===== src/rtl/fpu_out_pkg.sv =====
// Shared definitions for the FPU result output arbiter: ID/data field offsets and default sizes.
package fpu_out_pkg;

  localparam int DEF_NPIPE = 3;
  localparam int DEF_NCORE = 8;
  localparam int DEF_PAY_W = 142;

  // Per-pipe ID word: {core one-hot, thread}
  localparam int ID_THR_LSB  = 0;
  localparam int ID_THR_W    = 2;
  localparam int ID_CORE_LSB = 2;

  // CPX data bus: {valid, thread, payload}; offsets depend on the payload width
  function automatic int data_thr_lsb(input int pay_w);
    return pay_w;
  endfunction

  function automatic int data_vld_bit(input int pay_w);
    return pay_w + ID_THR_W;
  endfunction

endpackage


===== src/rtl/fpu_out_fifo.sv =====
// Per-pipe result FIFO: DEPTH x W, pointer-based with a wrap bit for full/empty.
module fpu_out_fifo #(
  parameter int DEPTH = 2,
  parameter int W     = 8
) (
  input  logic         clk,
  input  logic         rst_n,
  input  logic         push,
  input  logic         pop,
  input  logic [W-1:0] wdata,
  output logic [W-1:0] head,
  output logic         empty,
  output logic         full
);

  localparam int AW = (DEPTH > 1) ? $clog2(DEPTH) : 1;

  logic [AW:0]  wr_ptr_q, wr_ptr_d;
  logic [AW:0]  rd_ptr_q, rd_ptr_d;
  logic [W-1:0] mem_q [DEPTH];
  logic [W-1:0] mem_d [DEPTH];
  logic         do_push, do_pop;

  always_comb begin
    empty    = (wr_ptr_q == rd_ptr_q);
    full     = (wr_ptr_q[AW] != rd_ptr_q[AW]) && (wr_ptr_q[AW-1:0] == rd_ptr_q[AW-1:0]);
    head     = mem_q[rd_ptr_q[AW-1:0]];
    do_push  = push & ~full;
    do_pop   = pop & ~empty;
    wr_ptr_d = wr_ptr_q;
    rd_ptr_d = rd_ptr_q;
    mem_d    = mem_q;
    if (do_push) begin
      mem_d[wr_ptr_q[AW-1:0]] = wdata;
      wr_ptr_d = wr_ptr_q + 1'b1;
    end
    if (do_pop) begin
      rd_ptr_d = rd_ptr_q + 1'b1;
    end
  end

  always_ff @(posedge clk or negedge rst_n) begin
    if (!rst_n) begin
      wr_ptr_q <= '0;
      rd_ptr_q <= '0;
    end else begin
      wr_ptr_q <= wr_ptr_d;
      rd_ptr_q <= rd_ptr_d;
    end
  end

  // Storage carries no reset; occupancy is tracked solely by the pointers.
  always_ff @(posedge clk) begin
    mem_q <= mem_d;
  end

endmodule


===== src/rtl/fpu_out_arb.sv =====
// FPU result-to-CPX output arbiter: per-pipe FIFOs, one-entry request stage, registered data pulse.
// Optional macro FPU_OUT_RR_EN selects round-robin arbitration instead of fixed priority.
module fpu_out_arb
  import fpu_out_pkg::*;
#(
  parameter int NPIPE = DEF_NPIPE,
  parameter int NCORE = DEF_NCORE,
  parameter int PAY_W = DEF_PAY_W,
  parameter int DEPTH = 2
) (
  input  logic                      rclk,
  input  logic                      arst_l,
  input  logic [NPIPE-1:0]          pipe_vld,
  input  logic [NPIPE*(NCORE+2)-1:0] pipe_id,
  input  logic [NPIPE*PAY_W-1:0]    pipe_pay,
  output logic [NPIPE-1:0]          pipe_rdy,
  input  logic                      cpx_gnt,
  output logic [NCORE-1:0]          fp_cpx_req_cq,
  output logic [NPIPE-1:0]          req_pipe,
  output logic [PAY_W+2:0]          fp_cpx_data_ca,
  output logic                      drop_err
);

  localparam int ID_W    = NCORE + 2;
  localparam int ENT_W   = ID_W + PAY_W;
  localparam int D_THR   = data_thr_lsb(PAY_W);
  localparam int D_VLD   = data_vld_bit(PAY_W);

  logic [NPIPE-1:0] fifo_push, fifo_pop, fifo_empty, fifo_full, core_zero;
  logic [ENT_W-1:0] fifo_head [NPIPE];

  for (genvar i = 0; i < NPIPE; i++) begin : g_pipe
    assign core_zero[i] = ~|pipe_id[i*ID_W+ID_CORE_LSB +: NCORE];
    assign fifo_push[i] = pipe_vld[i] & ~fifo_full[i] & ~core_zero[i];

    fpu_out_fifo #(
      .DEPTH (DEPTH),
      .W     (ENT_W)
    ) u_fifo (
      .clk   (rclk),
      .rst_n (arst_l),
      .push  (fifo_push[i]),
      .pop   (fifo_pop[i]),
      .wdata ({pipe_id[i*ID_W +: ID_W], pipe_pay[i*PAY_W +: PAY_W]}),
      .head  (fifo_head[i]),
      .empty (fifo_empty[i]),
      .full  (fifo_full[i])
    );
  end

  assign pipe_rdy = ~fifo_full;

  logic                drop_err_q, drop_err_d;
  logic                rq_vld_q, rq_vld_d;
  logic [NCORE-1:0]    rq_core_q, rq_core_d;
  logic [ID_THR_W-1:0] rq_thread_q, rq_thread_d;
  logic [PAY_W-1:0]    rq_pay_q, rq_pay_d;
  logic [NPIPE-1:0]    rq_pipe_q, rq_pipe_d;
  logic [PAY_W+2:0]    data_q, data_d;
  logic [NPIPE-1:0]    win_oh;
  logic [ENT_W-1:0]    win_ent;
  logic                found, load;

`ifdef FPU_OUT_RR_EN
  localparam int PTR_W = (NPIPE > 1) ? $clog2(NPIPE) : 1;
  logic [PTR_W-1:0] rr_ptr_q, rr_ptr_d;
  int               win_idx;
`endif

  always_comb begin
    win_oh  = '0;
    found   = 1'b0;
`ifdef FPU_OUT_RR_EN
    win_idx = 0;
    for (int k = 0; k < NPIPE; k++) begin
      int idx;
      idx = (int'(rr_ptr_q) + k) % NPIPE;
      if (!found && !fifo_empty[idx]) begin
        win_oh[idx] = 1'b1;
        win_idx     = idx;
        found       = 1'b1;
      end
    end
`else
    for (int k = 0; k < NPIPE; k++) begin
      if (!found && !fifo_empty[k]) begin
        win_oh[k] = 1'b1;
        found     = 1'b1;
      end
    end
`endif
    win_ent = '0;
    for (int k = 0; k < NPIPE; k++) begin
      if (win_oh[k]) win_ent = fifo_head[k];
    end

    // A grant frees the stage in the same cycle, so traffic streams without bubbles.
    load     = (~rq_vld_q | cpx_gnt) & found;
    fifo_pop = load ? win_oh : '0;

    rq_vld_d    = load ? 1'b1 : (cpx_gnt ? 1'b0 : rq_vld_q);
    rq_core_d   = load ? win_ent[PAY_W+ID_CORE_LSB +: NCORE]   : rq_core_q;
    rq_thread_d = load ? win_ent[PAY_W+ID_THR_LSB +: ID_THR_W] : rq_thread_q;
    rq_pay_d    = load ? win_ent[PAY_W-1:0]                    : rq_pay_q;
    rq_pipe_d   = load ? win_oh                                : rq_pipe_q;

`ifdef FPU_OUT_RR_EN
    rr_ptr_d = rr_ptr_q;
    if (load) rr_ptr_d = (win_idx == NPIPE - 1) ? '0 : PTR_W'(win_idx + 1);
`endif

    data_d = '0;
    if (rq_vld_q && cpx_gnt) begin
      data_d[D_VLD]              = 1'b1;
      data_d[D_THR +: ID_THR_W]  = rq_thread_q;
      data_d[PAY_W-1:0]          = rq_pay_q;
    end

    drop_err_d = drop_err_q | (|(pipe_vld & ~fifo_full & core_zero));
  end

  always_ff @(posedge rclk or negedge arst_l) begin
    if (!arst_l) begin
      rq_vld_q   <= 1'b0;
      data_q     <= '0;
      drop_err_q <= 1'b0;
    end else begin
      rq_vld_q   <= rq_vld_d;
      data_q     <= data_d;
      drop_err_q <= drop_err_d;
    end
  end

`ifdef FPU_OUT_RR_EN
  always_ff @(posedge rclk or negedge arst_l) begin
    if (!arst_l) rr_ptr_q <= '0;
    else         rr_ptr_q <= rr_ptr_d;
  end
`endif

  // Request payload is qualified by rq_vld_q everywhere it is observed.
  always_ff @(posedge rclk) begin
    rq_core_q   <= rq_core_d;
    rq_thread_q <= rq_thread_d;
    rq_pay_q    <= rq_pay_d;
    rq_pipe_q   <= rq_pipe_d;
  end

  assign fp_cpx_req_cq  = rq_vld_q ? rq_core_q : '0;
  assign req_pipe       = rq_vld_q ? rq_pipe_q : '0;
  assign fp_cpx_data_ca = data_q;
  assign drop_err       = drop_err_q;

endmodule


===== config.mk =====
export PLATFORM = sky130hd
export DESIGN_NAME = fpu_out_arb
export DESIGN_NICKNAME = d
export VERILOG_FILES = /design/src/rtl/fpu_out_pkg.sv /design/src/rtl/fpu_out_fifo.sv /design/src/rtl/fpu_out_arb.sv
export SDC_FILE = /design/constraint.sdc
export NUM_CORES = 1
export LEC_CHECK = 0
export ABC_CLOCK_PERIOD_IN_PS = 10500
export BUFFER_PORTS_ARGS = -buffer_cell sky130_fd_sc_hd__buf_2
export CAP_MARGIN = 20
export CORE_MARGIN = 2
export CORE_UTILIZATION = 50
export DETAILED_ROUTE_END_ITERATION = 10
export GPL_TIMING_DRIVEN = 0
export PLACE_DENSITY = 0.71
export RECOVER_POWER = 50
export SLEW_MARGIN = 15
export SYNTH_ARGS = -nofsm -noshare
export SYNTH_HDL_FRONTEND = slang
export SYNTH_SLANG_ARGS = --single-unit
export TNS_END_PERCENT = 20

===== constraint.sdc =====
create_clock -name rclk -period 10.5 [get_ports rclk]
set_input_delay 2.625 -clock rclk [delete_from_list [all_inputs] [get_ports rclk]]
set_output_delay 2.625 -clock rclk [all_outputs]
set_load 0.03 [all_outputs]

=== Word level (Yosys, flattened, before mapping) ===
Index checks and enable logic that the tools add are counted.

* Add/sub/neg operators: 6
* $lt $le $gt $ge: 9
* Eq/ne operators: 9
* Mux-type cells: 32
* Bitwise gates (word level): 31
* Reduce and logical (&&, ||, !) cells: 20

{| class="wikitable"
|+ Operators with widths
! cell !! number
|-
| 152-bit 2-to-1 mux || 15
|-
| 304-bit bitwise mux || 3
|-
| 152-bit demux with 1-bit select || 3
|-
| 145-bit 2-to-1 mux || 1
|-
| 8-bit OR reduction || 3
|-
| 1-bit AND || 13
|-
| 2-bit by 1-bit adder with 2-bit output, second input constant || 6
|-
| 2-bit greater-or-equal comparator, second input constant || 6
|-
| 1-bit NOT with 2-bit output || 6
|-
| 1-bit logical AND || 9
|-
| 8-bit 2-to-1 mux || 1
|-
| 1-bit 2-to-1 mux || 7
|-
| 1-bit NOT || 7
|-
| 3-bit AND || 2
|-
| 2-bit == test || 3
|-
| 1-bit zero test || 6
|-
| 2-bit by 1-bit < comparator with 1-bit output, second input constant || 3
|-
| 3-bit 2-to-1 mux || 2
|-
| 1-bit == test || 3
|-
| 1-bit != test || 3
|-
| 3-bit NOT || 1
|-
| 3-bit OR reduction || 1
|-
| 1-bit OR || 2
|-
| 2-bit nonzero test || 1
|}

* Bits in registers: 1,226
* Input bits: 462
* Output and inout port bits: 160
* Word-level logic and storage cells: 126

=== Depth between registers and ports, before layout ===
Gate-level depths: netlist (run 1).

* Depth in word-level cells: 10
* Depth in mapped cells: 6

=== Cells and area by module ===
Synthesis (run 1) repeated with hierarchy kept, for this count alone.

* Cells, all modules: 2,714
* Area total of the unflattened synthesis: 48,076.1 um^2

{| class="wikitable"
|+ Modules (own cells, without submodules)
! module !! instances !! cells an instance !! area an instance (um^2) !! seq. area each (um^2)
|-
| fpu_out_fifo || 3 || 502 || 11,602.4 || 9,228.9
|-
| fpu_out_arb || 1 || 1,208 || 13,269.0 || 8,333.0
|}

=== Least setup slack after synthesis (run 1) ===
OpenSTA, ideal clock, no wires.

* Kind: input -> register
* Start: input port cpx_gnt
* End: register rq_core_q[0], enable pin
* Arrival time: 9,775 ps
* Slack: 35 ps
* Stages: 3
* Buffers on the path: 1
* Cells stage by stage: nand2b_1 > clkbuf_1 > nor2b_1

* Cells in the longest elaborated chain, start to end: 2

{| class="wikitable"
|+ Ends and longest elaborated chain
! element !! RTL line !! RTL
|-
| start: declaration || fpu_out_arb.sv:17 || <nowiki>input logic cpx_gnt,</nowiki>
|-
| 1-bit OR || fpu_out_arb.sv:98 || <nowiki>load = (~rq_vld_q | cpx_gnt) & found;</nowiki>
|-
| 1-bit AND || fpu_out_arb.sv:98 ||
|-
| via load || fpu_out_arb.sv:62 || <nowiki>logic found, load;</nowiki>
|-
| end signal: assignment || fpu_out_arb.sv:143 || <nowiki>rq_core_q <= rq_core_d;</nowiki>
|-
| end: declaration || fpu_out_arb.sv:55 || <nowiki>logic [NCORE-1:0] rq_core_q, rq_core_d;</nowiki>
|}

The timed path passes the listed nets, and every way through them passes these cells.
A chain may end at the register's enable or synchronous reset.

==> flow_summary.yaml, run 1 <==
run_status:
  status: "finished, violations left"
  violations: "capacitance limit, slew limit"
sta:
  skew_ns: 0.0314
  finalMaxSlewViolations: 106
  timing.final.hold_violations: 0
  hold-worst-slack_ns: 0.486
  setup_tns_ns: 0
  tightestPinTransition_ns: 4.58
  maxSlewHeadroom_pct: -206
  max_freq_mhz: 162
  post-route-period-util_pct: 58.9
  final-setup-viol-count: 0
  post-route-min-period_ns: 6.19
  rsz0062_at_grt: "no"
floorplan:
  start_util_pct: 50.7
  die_area_um2: 92400
  coreArea_um2: 88800
  die_h_um: 304
  ioPinCount: 622
  rows: 109
  die_w_um: 304
global_routing:
  first_global_vias: 25600
  antenna_found_initial: 64
  grt_overflow: 0
  grt_pass1_wl_um: 167000
  grt_max_degree: 86
  grt_usage_pct: 24.8
cells_and_area:
  nFillCells: 6507
  synthToLayoutAreaGrowth_pct: 20.5
  drive_above_1_share_pct: 19.9
  nets: 3577
worst_setup_path:
  cp_max_fo: 75
  crit_buf_inv: 1
  r2r_start: "g_pipe[1].u_fifo.wr_ptr_q[0]"
  rrSetupSlack_ns: 5.37
  cp.arrival_ns: 5.89
  path_depth: 1
  max_stage_delay_ns: 3.09
  reg2reg_depth: 6
  start_kind: "input pin"
  critPathTopFamily: "buffers and inverters"
  critical_path.endpoint_type: "async pin"
  path_class: "input pin to async pin"
  worstPathRequired_ns: 10.21
  worstPathCellList: "clkbuf_1"
  worst_path_max_delay_cell: "clkbuf_1"
  rr_endpoint: "rq_pay_q[105]"
drt:
  drt-total-wl_um: 116000
  post_drt_wl_per_cell_um: 26.3
  vias_per_cell: 5.57
  drtAntennaViolNets: 0
  dr.pass1.iters: 5
  drt_iter0_drc: 2328
  route.detailed.drc: 0
  vias: 24600
synth:
  synth_area_um2: 45000
  synth_cell_type_count: 29
  yosys_warnings: 0
  synth.area.top_cells: "edfxtp_1, mux2i_1, dfrtp_1"
  syn_nets: 2803
  ys_seq_elements: 1226
  synth-seq-area-share_pct: 80.1
  synth_top_area_share_pct: 71.2
  synth_cells: 2341
  yosys.area.top_type: "edfxtp_1"
  postSynthAreaPerCell_um2: 19.2
clock_network:
  numCtsBuffers: 116
  clkSlewWorstSetupHoldPaths_ns: 0.06
  cts_tree: "done"
  cts.sinks: 1226
  cts_resized: 0
  clock_latency_ns: 0.71
  cts_max_level: 3
  cts_hold_buf: 0
  cts_setup_buffers: 0
  clockRootBuffer: "clkbuf_16"
  cts_buffer_depth: 3
placement:
  place.gp.congestion: 0.834
  dp_hpwl_um: 81000
  portBuffers: 621
power_and_ir_drop:
  p_leak_nw: 20.7
  powerDensity_nw_per_um2: 332
  vdd_drop_max_uv: 264
min_path:
  hold_depth: 1
  hold_path_end: "fp_cpx_data_ca[110]"
  min_from: "rq_pay_q[110]"
  hold_path.class: "flop to flop"
flow_run:
  cap_violations: 4
## stage by stage
stage / setup WS, ns / total power (W) / cells / utilization [%] / cell area [µm²]
finish: 4.31 / 0.0180 / 4421 / 61.0 / 54200
global route: 3.52 / 0.0188 / 4414 / 61.0 / 54200
CTS: 5.17 / 0.0183 / 4383 / 61.6 / 54700
detailed placement: 5.35 / 0.0138 / 4162 / 56.9 / 50500
global placement: -5.97 / 0.0138 / 4127 / 55.8 / 49500
floorplan: 0.0350 / 0.0117 / 2341 / - / 45000
## state kept, by name, indices dropped and copies added, names as in the netlist
signal                  cells
rq_core_q                   8
g_pipe.u_fifo.wr_ptr_q      6
g_pipe.u_fifo.mem_q       912
rq_thread_q                 2
drop_err                    1
rq_vld_q                    1
rq_pipe_q                   3
rq_pay_q                  142
fp_cpx_data_ca            145
g_pipe.u_fifo.rd_ptr_q      6
## power by group
| part | internal [W] | switching [W] | total, W |
|---|---|---|---|
| logic | 0.00201 | 0.00370 | 0.00571 |
| clock network | 0.00274 | 0.00180 | 0.00454 |
| registers | 0.00733 | 0.000419 | 0.00775 |
## cell families (layout without fill, tap and decap cells)
family	after synthesis	in the layout	share of synthesized area (%)
other cells	0	38	0
buf+inv	139	1016	1.47
simple gates	193	193	2.65
compound gates	307	307	5.21
xor+xnor	20	20	0.423
flops	1226	1226	80.1
mux	456	456	10.1
## area by class of cell
class / instances / area, µm² / share of cell area, %
Sequential cell: 1226 / 36000 / 66.5
Multi-Input combinational cell: 976 / 8100 / 15.0
Timing Repair Buffer: 656 / 3610 / 6.67
Clock buffer: 147 / 3180 / 5.87
Tap cell: 1165 / 1460 / 2.69
Clock inverter: 74 / 1050 / 1.94
Buffer: 133 / 624 / 1.15
Antenna cell: 38 / 95.1 / 0.175
Inverter: 6 / 45.0 / 0.0831
## Yosys cell counts
cell         n
nand4_1      4
inv_1        6
edfxtp_1  1067
o21ai_0     82
o211ai_2     1
buf_2       53
nand2_1     10
xor2_2       2
and3_1     147
xor2_1       6
o21ai_1     11
nor4_4       1
and2_1      12
nand3_1      3
dfrtp_1    159
o22a_1     152
nor4_1       6
buf_6        8
buf_4        3
clkbuf_1    69
o21ai_2     59
nand2_2      1
nand2b_1     3
nor2_2       1
a41oi_1      1
o221ai_1     1
xnor2_1     12
nor2b_1      5
mux2i_1    456
## metal layers
| metal | up-vias | track usage [%] | routed length [µm] |
|---|---|---|---|
| met5 | - | 0 | 330 |
| met2 | 960 | 42.1 | 58700 |
| met1 | 12500 | 30.7 | 44400 |
| met4 | 50 | 10.1 | 3840 |
| li1 | 10800 | - | - |
| met3 | 216 | 6.12 | 8920 |
## worst max path at each step
stage,from,slack (ns),endpoint
final,arst_l,4.31,fp_cpx_data_ca[95]
after global routing,arst_l,3.52,fp_cpx_data_ca[95]
after CTS,rq_vld_q,5.17,fp_cpx_req_cq[7]
after detailed placement,pipe_id[17],5.35,g_pipe[1].u_fifo.mem_q[169]
after global placement,pipe_id[19],-5.97,g_pipe[1].u_fifo.mem_q[169]
after floorplan,cpx_gnt,0.03,rq_core_q[0]
## cell usage in the layout (no fill, tap or decap), types with 2 or more instances in the layout
cell        netlist  final
and2_1           12     11
and3_1          147    147
buf_1             0      2
buf_12            0     13
buf_16            0     22
buf_2            53    379
buf_4             3      2
buf_6             8      8
bufinv_16         0     24
clkbuf_1         69    378
clkbuf_16         0    117
clkbuf_8          0     14
clkinv_1          0      4
clkinv_2          0     24
clkinv_4          0      5
clkinvlp_4        0      8
dfrtp_1         159    159
diode_2           0     38
edfxtp_1       1067   1067
inv_1             6      3
inv_6             0      7
inv_8             0      4
mux2i_1         456    456
nand2_1          10     11
nand2b_1          3      3
nand3_1           3      3
nand4_1           4      4
nor2b_4           0      4
nor4_1            6      6
o21ai_0          82    145
o21ai_1          11      2
o21ai_2          59      5
o22a_1          152    152
xnor2_1          12     12
xor2_1            6      7
Note: power is estimated with default switching activity, not from simulation.
==> run 2, diff against run 1 <==
--- a/config.mk
+++ b/config.mk
@@ -5,7 +5,7 @@
 export SDC_FILE = /design/constraint.sdc
 export NUM_CORES = 1
 export LEC_CHECK = 0
-export ABC_CLOCK_PERIOD_IN_PS = 10500
+export ABC_CLOCK_PERIOD_IN_PS = 6300
 export BUFFER_PORTS_ARGS = -buffer_cell sky130_fd_sc_hd__buf_2
 export CAP_MARGIN = 20
 export CORE_MARGIN = 2
==> constraint.sdc (replaced) <==
create_clock -name rclk -period 6.3 [get_ports rclk]
set_input_delay 1.575 -clock rclk [delete_from_list [all_inputs] [get_ports rclk]]
set_output_delay 1.575 -clock rclk [all_outputs]
set_load 0.03 [all_outputs]
==> run 2 against run 1 <==
  * Clock power grew 54%
  * Flip-flop and latch count did not move
  * Sequential share of layout area increased by 0.41 points
  * Clock skew decreased by 0.0087 ns
  * First-iteration DRC count down 11%
  * The flow still finishes with violations (capacitance limit, slew limit)
  * Critical path depth increased by 3
  * Routed wire length increased by 0.83%
  * Highest routed layer unchanged
  * Final area shrank 0.61%
  * Combinational power grew 70%
==> flow_summary.yaml, run 2 (synthesized netlist as in run 1, its figures left out) <==
clock_network:
  numCtsBuffers: 119
  cts_setup_buffers: 0
  cts_tree: "done"
  cts.sinks: 1226
  clock_latency_ns: 0.72
  cts_resized: 0
  cts_max_level: 3
  cts_buffer_depth: 3
  clockRootBuffer: "clkbuf_16"
  cts_hold_buf: 0
  clkSlewWorstSetupHoldPaths_ns: 0.07
floorplan:
  start_util_pct: 50.7
  die_w_um: 304
  ioPinCount: 622
  rows: 109
  coreArea_um2: 88800
  die_area_um2: 92400
  die_h_um: 304
sta:
  setup_tns_ns: 0
  rsz0062_at_grt: "no"
  timing.final.hold_violations: 0
  post-route-min-period_ns: 4.35
  fin_ws_ns: 1.95
  final-setup-viol-count: 0
  max_freq_mhz: 230
  skew_ns: 0.0227
  finalMaxSlewViolations: 113
  maxSlewHeadroom_pct: -66.2
  post-route-period-util_pct: 69.0
  tightestPinTransition_ns: 2.48
drt:
  dr.pass1.iters: 5
  vias: 24600
  vias_per_cell: 5.56
  drt-total-wl_um: 117000
  drt_iter0_drc: 2064
  post_drt_wl_per_cell_um: 26.4
  drtAntennaViolNets: 0
  route.detailed.drc: 0
global_routing:
  antenna_found_initial: 59
  grt_pass1_wl_um: 169000
  first_global_vias: 25900
  grt_overflow: 0
  grt_usage_pct: 25.1
  grt_max_degree: 84
power_and_ir_drop:
  p_clk_share_pct: 23.5
  vdd_drop_max_uv: 457
  swShare_pct: 33.7
  switchingPower_w: 0.00999
  p_leak_nw: 20.5
  seqPwrFrac_pct: 43.6
  p_int_w: 0.0196
  powerDensity_nw_per_um2: 550
  comb_power_share_pct: 32.8
  power_w: 0.0296
worst_setup_path:
  cp.arrival_ns: 2.77
  start_kind: "flop"
  path_class: "flop to primary output"
  worstPathRequired_ns: 4.72
  critical_path.endpoint_type: "primary output"
  cp_max_fo: 11
run_status:
  violations: "capacitance limit, slew limit"
  status: "finished, violations left"
cells_and_area:
  nFillCells: 6577
  largest_register_ffs: 912
  mostFrequentLayoutCells: "edfxtp_1, mux2i_1, clkbuf_1"
  synthToLayoutAreaGrowth_pct: 19.8
  layout_commonest_cell: "edfxtp_1"
  nets: 3579
  drive_above_1_share_pct: 20.6
  regMostFlops: "g_pipe.u_fifo.mem_q"
placement:
  dpl_worst_slack_ns: 2.49
  place.gp.congestion: 0.819
  portBuffers: 621
  dp_hpwl_um: 81300
min_path:
  hold_path.class: "flop to flop"
flow_run:
  cap_violations: 7
run 2: cell types whose count changed in the layout (fill, tap and decap cells not counted), sizes merged:
cell      before  now
bufinv        24    6
inv           15    9
buf          426  429
clkbuf       510  529
clkinv        33   41
clkinvlp       8    5
diode         38   44
run 2: final timing paths:
kind                                               from                   to  slack, ns  cells after the start
min reg2reg                               rq_pay_q[108]  fp_cpx_data_ca[108]       0.49                      1
max reg2reg                g_pipe[0].u_fifo.wr_ptr_q[0]        rq_pay_q[103]       2.17                      6
max in group asynchronous                        arst_l   fp_cpx_data_ca[50]       2.57                      2
min                                       rq_pay_q[108]  fp_cpx_data_ca[108]       0.49                      1
max                                            rq_vld_q          req_pipe[2]       1.95                      4
min in group asynchronous                        arst_l  fp_cpx_data_ca[138]       0.85                      1
run 2: power groups by stage:
| stage | Clock, W | Combinational (W) | Sequential (W) |
|---|---|---|---|
| floorplan | 0 | 0.00563 | 0.0137 |
| global placement | 0 | 0.00916 | 0.0135 |
| detailed placement | 0 | 0.00989 | 0.0131 |
| CTS | 0.00708 | 0.00995 | 0.0129 |
| global route | 0.00742 | 0.0104 | 0.0131 |
| finish | 0.00698 | 0.00973 | 0.0129 |
run 2: cell type report:
| cell class | count | area (µm²) | share of cell area (%) |
|---|---|---|---|
| antenna | 44 | 110 | 0.204 |
| buffer | 133 | 634 | 1.18 |
| clock buffer | 170 | 3370 | 6.26 |
| clock inverter | 55 | 520 | 0.966 |
| inverter | 6 | 45.0 | 0.0836 |
| multi-input combinational | 976 | 8270 | 15.3 |
| sequential | 1226 | 36000 | 66.9 |
| tap | 1165 | 1460 | 2.71 |
| timing repair buffer | 655 | 3440 | 6.38 |
run 2: per-stage QoR:
stage	cells	area [µm²]	util, %	hold slack, ns
floorplan	2341	45000	-	0.465
global placement	4127	49600	55.8	0.470
detailed placement	4161	50400	56.8	0.473
CTS	4386	54300	61.2	0.484
global route	4420	53800	60.6	0.496
finish	4430	53900	60.7	0.485
run 2: critical path, cell delays in order, from the launching register on:
cell and delay, ns:
dfrtp_1 0.51, clkbuf_1 0.76, clkbuf_1 0.37, and2_1 0.19
buf_2 0.20
run 2: metal layers:
layer	global-route usage, %	routed length (µm)	vias up
met5	0	295	-
met4	10.5	4100	48
met3	6.92	9240	254
met2	42.3	58900	988
met1	30.5	44600	12500
li1	-	-	10900
